**config.mk**
```make
export PLATFORM = sky130hd
export DESIGN_NAME = filt_oup_requant
export DESIGN_NICKNAME = d
export VERILOG_FILES = /design/src/rtl/filt_oup_requant.sv
export SDC_FILE = /design/constraint.sdc
export NUM_CORES = 1
export LEC_CHECK = 0
export BUFFER_PORTS_ARGS = -buffer_cell sky130_fd_sc_hd__buf_2
export CAP_MARGIN = 40
export CORE_ASPECT_RATIO = 1.4
export CORE_MARGIN = 2
export CORE_UTILIZATION = 40
export DETAILED_ROUTE_END_ITERATION = 8
export SYNTH_ARGS = -nofsm -noshare
export SYNTH_HDL_FRONTEND = slang
export SYNTH_SLANG_ARGS = --single-unit
```
**constraint.sdc**
```tcl
create_clock -name i_clk -period 3.4 [get_ports i_clk]
set_input_delay 0.17 -clock i_clk [delete_from_list [all_inputs] [get_ports i_clk]]
set_output_delay 0.17 -clock i_clk [all_outputs]
set_load 0.03 [all_outputs]
```
**src/rtl/filt_oup_requant.sv**
```systemverilog
// Requantiser behind the MAC FIR: round, shift, saturate, decimate, then buffer in a FWFT FIFO.
// Define REQUANT_STATS_EN to add saturating saturation/drop event counters.
module filt_oup_requant #(
   parameter int gp_inp_width  = 37,
   parameter int gp_oup_width  = 16,
   parameter int gp_shift      = 12,
   parameter int gp_decim      = 2,
   parameter int gp_fifo_depth = 4
) (
   input  logic                           i_clk,
   input  logic                           i_rst_an,
   input  logic                           i_ena,
   input  logic signed [gp_inp_width-1:0] i_data,
   input  logic                           i_done,
   output logic signed [gp_oup_width-1:0] o_data,
   output logic                           o_valid,
   input  logic                           i_ready,
   output logic                           o_sat,
   output logic                           o_drop
`ifdef REQUANT_STATS_EN
   ,
   output logic [15:0]                    o_sat_cnt,
   output logic [15:0]                    o_drop_cnt
`endif
);

   localparam int W1 = gp_inp_width + 1;
   localparam int AW = $clog2(gp_fifo_depth);
   localparam int DW = (gp_decim > 1) ? $clog2(gp_decim) : 1;

   // Half an output LSB; evaluates to zero when no shift is applied.
   localparam logic signed [W1-1:0] RND  = W1'((64'd1 << gp_shift) >> 1);
   localparam logic signed [W1-1:0] SMAX = W1'((64'sd1 <<< (gp_oup_width-1)) - 64'sd1);
   localparam logic signed [W1-1:0] SMIN = W1'(-(64'sd1 <<< (gp_oup_width-1)));

   logic signed [W1-1:0]           r1;
   logic                           r1_vld;
   logic signed [W1-1:0]           s;
   logic                           sat_hi, sat_lo;
   logic [gp_oup_width-1:0]        q;
   logic [DW-1:0]                  dec_cnt;
   logic                           keep;

   logic [gp_oup_width-1:0]        mem [gp_fifo_depth];
   logic [AW:0]                    wptr, rptr;
   logic                           empty, full, rd, wr_req, wr, drop_ev;

   always_ff @(posedge i_clk or negedge i_rst_an) begin
      if (!i_rst_an) begin
         r1     <= '0;
         r1_vld <= 1'b0;
      end else begin
         r1_vld <= i_ena & i_done;
         if (i_ena && i_done)
            r1 <= {i_data[gp_inp_width-1], i_data} + RND;
      end
   end

   always_comb begin
      s      = r1 >>> gp_shift;
      sat_hi = (s > SMAX);
      sat_lo = (s < SMIN);
      q      = s[gp_oup_width-1:0];
      if (sat_hi)
         q = SMAX[gp_oup_width-1:0];
      else if (sat_lo)
         q = SMIN[gp_oup_width-1:0];
   end

   assign keep    = (dec_cnt == '0);
   assign empty   = (wptr == rptr);
   assign full    = (wptr[AW] != rptr[AW]) && (wptr[AW-1:0] == rptr[AW-1:0]);
   assign o_valid = ~empty;
   assign rd      = o_valid & i_ready;
   assign wr_req  = r1_vld & keep;
   // A read on the same edge frees the slot, so a full FIFO still accepts the write.
   assign wr      = wr_req & (~full | rd);
   assign drop_ev = wr_req & full & ~rd;
   assign o_data  = o_valid ? mem[rptr[AW-1:0]] : '0;

   always_ff @(posedge i_clk or negedge i_rst_an) begin
      if (!i_rst_an) begin
         dec_cnt <= '0;
         wptr    <= '0;
         rptr    <= '0;
         o_sat   <= 1'b0;
         o_drop  <= 1'b0;
      end else begin
         if (r1_vld)
            dec_cnt <= (dec_cnt == DW'(gp_decim-1)) ? '0 : dec_cnt + DW'(1);
         if (wr)
            wptr <= wptr + 1'b1;
         if (rd)
            rptr <= rptr + 1'b1;
         if (wr_req && (sat_hi || sat_lo))
            o_sat <= 1'b1;
         if (drop_ev)
            o_drop <= 1'b1;
      end
   end

   always_ff @(posedge i_clk) begin
      if (wr)
         mem[wptr[AW-1:0]] <= q;
   end

`ifdef REQUANT_STATS_EN
   always_ff @(posedge i_clk or negedge i_rst_an) begin
      if (!i_rst_an) begin
         o_sat_cnt  <= '0;
         o_drop_cnt <= '0;
      end else begin
         if (wr_req && (sat_hi || sat_lo) && o_sat_cnt != 16'hFFFF)
            o_sat_cnt <= o_sat_cnt + 16'd1;
         if (drop_ev && o_drop_cnt != 16'hFFFF)
            o_drop_cnt <= o_drop_cnt + 16'd1;
      end
   end
`endif

endmodule
```
==> results.md <==
- Ant. Diodes: 0
- H-tree levels: 3
- Most frequent cell after synthesis: edfxtp_1
- Total Routing Usage GR: between 10 and 15%
- # resized after CTS: 0
- CP Data Arrival Time: 2.05 ns
- Max incr delay on CP: roughly 0.64 ns
- Sequential area share after synthesis: between 60% and 70%
- Share of layout cells above drive strength 1: between 20% and 30%
- Main synth FF type: edfxtp_1
- Pwr/cell area: a little under 800 nW/um^2
- Worst path cell trace: xnor2_1, or3b_1, and2_1, buf_2
- Post-synth ARST share: 36.0%
- Setup Total Neg Slack: 0 ns
- Worst Skew: approximately 0.0047 ns
- Syn_nets: 399
- Root Driver: clkbuf_16
- Hpwl dp: 5780 um
- Net count, final: ~450
- Final hold vios: 0
- Core Region: between 10,000 and 15,000 sq um
- Routed Antenna Nets: 0
- Pleak: ~2 nW
- Area contributors post-synth: edfxtp_1 (42%), dfrtp_1 (20%), mux4_2 (7.9%), nor2_1 (3.5%), and2_1 (2.7%)
- Initial antenna violation count: 0
- Final Non-Filler Cells: roughly 550
- # port buffers: just under 50
- Reg2reg setup slack: around 1.4 ns
- Clk slew on worst S/H paths: ~0.06 ns
- Drt initial violations: about 120
- Global route overflow: 0
- Chip width: 94.3 um
- CTS sink cnt: 100
- CP max FO: 19
- Placed cell count: 532
- Initial core utilization: about 40%
- Max Slew Vio Count: 0
- 1st-pass router iterations: 6
- Number of global-route vias before repair: about 2,700
- Min-delay src: i_data[36]
- Worst-Margin Slew: 0.779 ns
- Fin crit share: 65.4%
- Worst Setup SP: wptr[2]$_DFFE_PN0N_
- First-pass GRT wire length: ~14,000 um
- Reg2Reg Capture Point: rptr[1]$_DFFE_PN0P_
- DRC Markers: 0
- Hold endpoint: r1[36]$_DFFE_PN0P_
- Fmax: around 450 MHz
- I/O pins: between 60 and 70
- Worst vdd ir: 0.000257 V
- Synthesis Warnings: 0
- Worst R2R Path Depth: 4
- Rows: 46
- Category of the most critical setup path: flip-flop to output port
- Avg Synthesized Cell Area: ~13 sq um
- Area leader, netlist: edfxtp_1
- Routability cong.: between 0.8 and 0.9
- Via count: between 2,000 and 3,000
- Critical R2R Launch: wptr[2]$_DFFE_PN0N_
- Final wirelength: just over 8000 um
- Layout area overhead: 15.6%
- Endpoints failing setup: 0
- DIE HEIGHT: 130 um
- CTS tree: done
- Largest net degree at the start of global routing: 37
- CP max stage cell: or3b_1
- Netlist cell types: 40
- Post-synth EDFFs: between 60 and 70
- CP endpoint kind: output port
- Max cap viols: 0
- Clock Latency Late Sink: 0.34 ns
- Cell Area, Synth: between 4000 and 5000 sq um
- Crit start category: flip-flop
- Critical Path RT: about 3.2 ns
- RSZ-0062 raised after global routing: no
- Hold path depth: 3
- Seq cells post-synth: 100
- Clock Path Buffers: 2
- Hold Path Class: primary input to flip-flop
- Die ar.: 12,300 sq um
- Worst relative slew slack: about half
- Post-route minimum period: about 2.2 ns
- Share of the synthesized area in the top cell type: between 40% and 50%
- Outcome: finished, final reports clean
- Drt wl/cell: about 15 um
- Post-synth top cells: edfxtp_1 (64), nor2_1 (43), dfrtp_1 (36), nand2_1 (27), and2_1 (20)
- CTS Buf Count: 9
- Avg Vias per Cell: 5.18
- Cells after Synth: between 300 and 400
critical path: cells and delay by family (launching register included):
family	cells	cell delay [ns]
XOR/XNOR	1	0.24
buffers and inverters	1	0.17
AND/OR/NAND/NOR	2	0.90
flip-flops	1	0.40
worst max-delay path by stage:
| stage | slack [ns] | endpoint |
|---|---|---|
| CTS | 1.13 | o_data[1] |
| global placement | 1.24 | mem[3][8]$_DFFE_PP_ |
| global route | 1.0 | o_data[1] |
| finish | 1.18 | o_data[6] |
| detailed placement | 1.36 | r1[29]$_DFFE_PN0P_ |
| floorplan | 1.44 | o_data[10] |
what timing repair did:
| item | 4_1_cts | 5_1_grt |
|---|---|---|
| buffers inserted | 0 | 0 |
| hold buffers | 1 | 0 |
| endpoints found under the hold margin | 36 | 0 |
final cells by class:
type | instances | area, sq um
fillers | 1032 | 5940
clock inverters | 6 | 87.6
inverters | 4 | 15.0
clock buffers | 10 | 229
well taps | 144 | 180
flip-flops and latches | 100 | 2820
repair buffers | 58 | 323
multi-input cells | 227 | 1630
registers in the layout, summed over array words and instances (netlist names):
register and cells:
dec_cnt 1, wptr 3, mem 64, r1 26, o_sat 1, r1_vld 1
o_drop 1, rptr 3
report_power, final:
part	internal [mW]	switching, mW
clock	0.644	0.416
sequential	1.49	0.0784
combinational	0.544	0.900
through the flow:
step | worst slack, ns | total power, mW | hold WS (ns) | util (%) | area, sq um
after CTS | 1.13 | 4.13 | 0.0924 | 47.1 | 5280
final | 1.18 | 4.07 | 0.107 | 47.1 | 5280
after floorplan | 1.44 | 2.67 | -0.126 | - | 4570
after global placement | 1.24 | 3.03 | 0.292 | 44.0 | 4940
after detailed placement | 1.36 | 3.07 | 0.295 | 44.2 | 4960
after global routing | 0.997 | 4.31 | 0.109 | 47.1 | 5280
layer usage:
layer,wire (um),track usage [%],up-vias
met3,313,3.44,8
met2,4300,25.0,62
met5,0,0,-
met4,120,5.20,0
li1,-,-,1405
met1,3500,17.9,1371
cells by family (layout without fill, tap and decap cells):
family | after synthesis | after routing | synth area share (%)
xor+xnor | 20 | 20 | 3.83
simple gates | 141 | 141 | 15.9
buf+inv | 24 | 78 | 2.66
compound gates | 43 | 43 | 6.08
mux | 17 | 17 | 8.13
fa+ha+maj | 6 | 6 | 1.64
flops | 100 | 100 | 61.8
cell usage in the layout (no fill, tap or decap), types with 8 or more instances in the layout:
master	instances
clkbuf_16	9
nor2_1	43
dfrtp_1	36
and2_1	20
nand2_1	27
xor2_1	11
a31oi_1	13
nand3_1	11
edfxtp_1	64
buf_2	49
o21ai_0	15
or4_1	10
nand4_1	8
mux4_2	16
xnor2_1	9
o31ai_1	10
No activity file was read; power rests on OpenSTA's default activity.
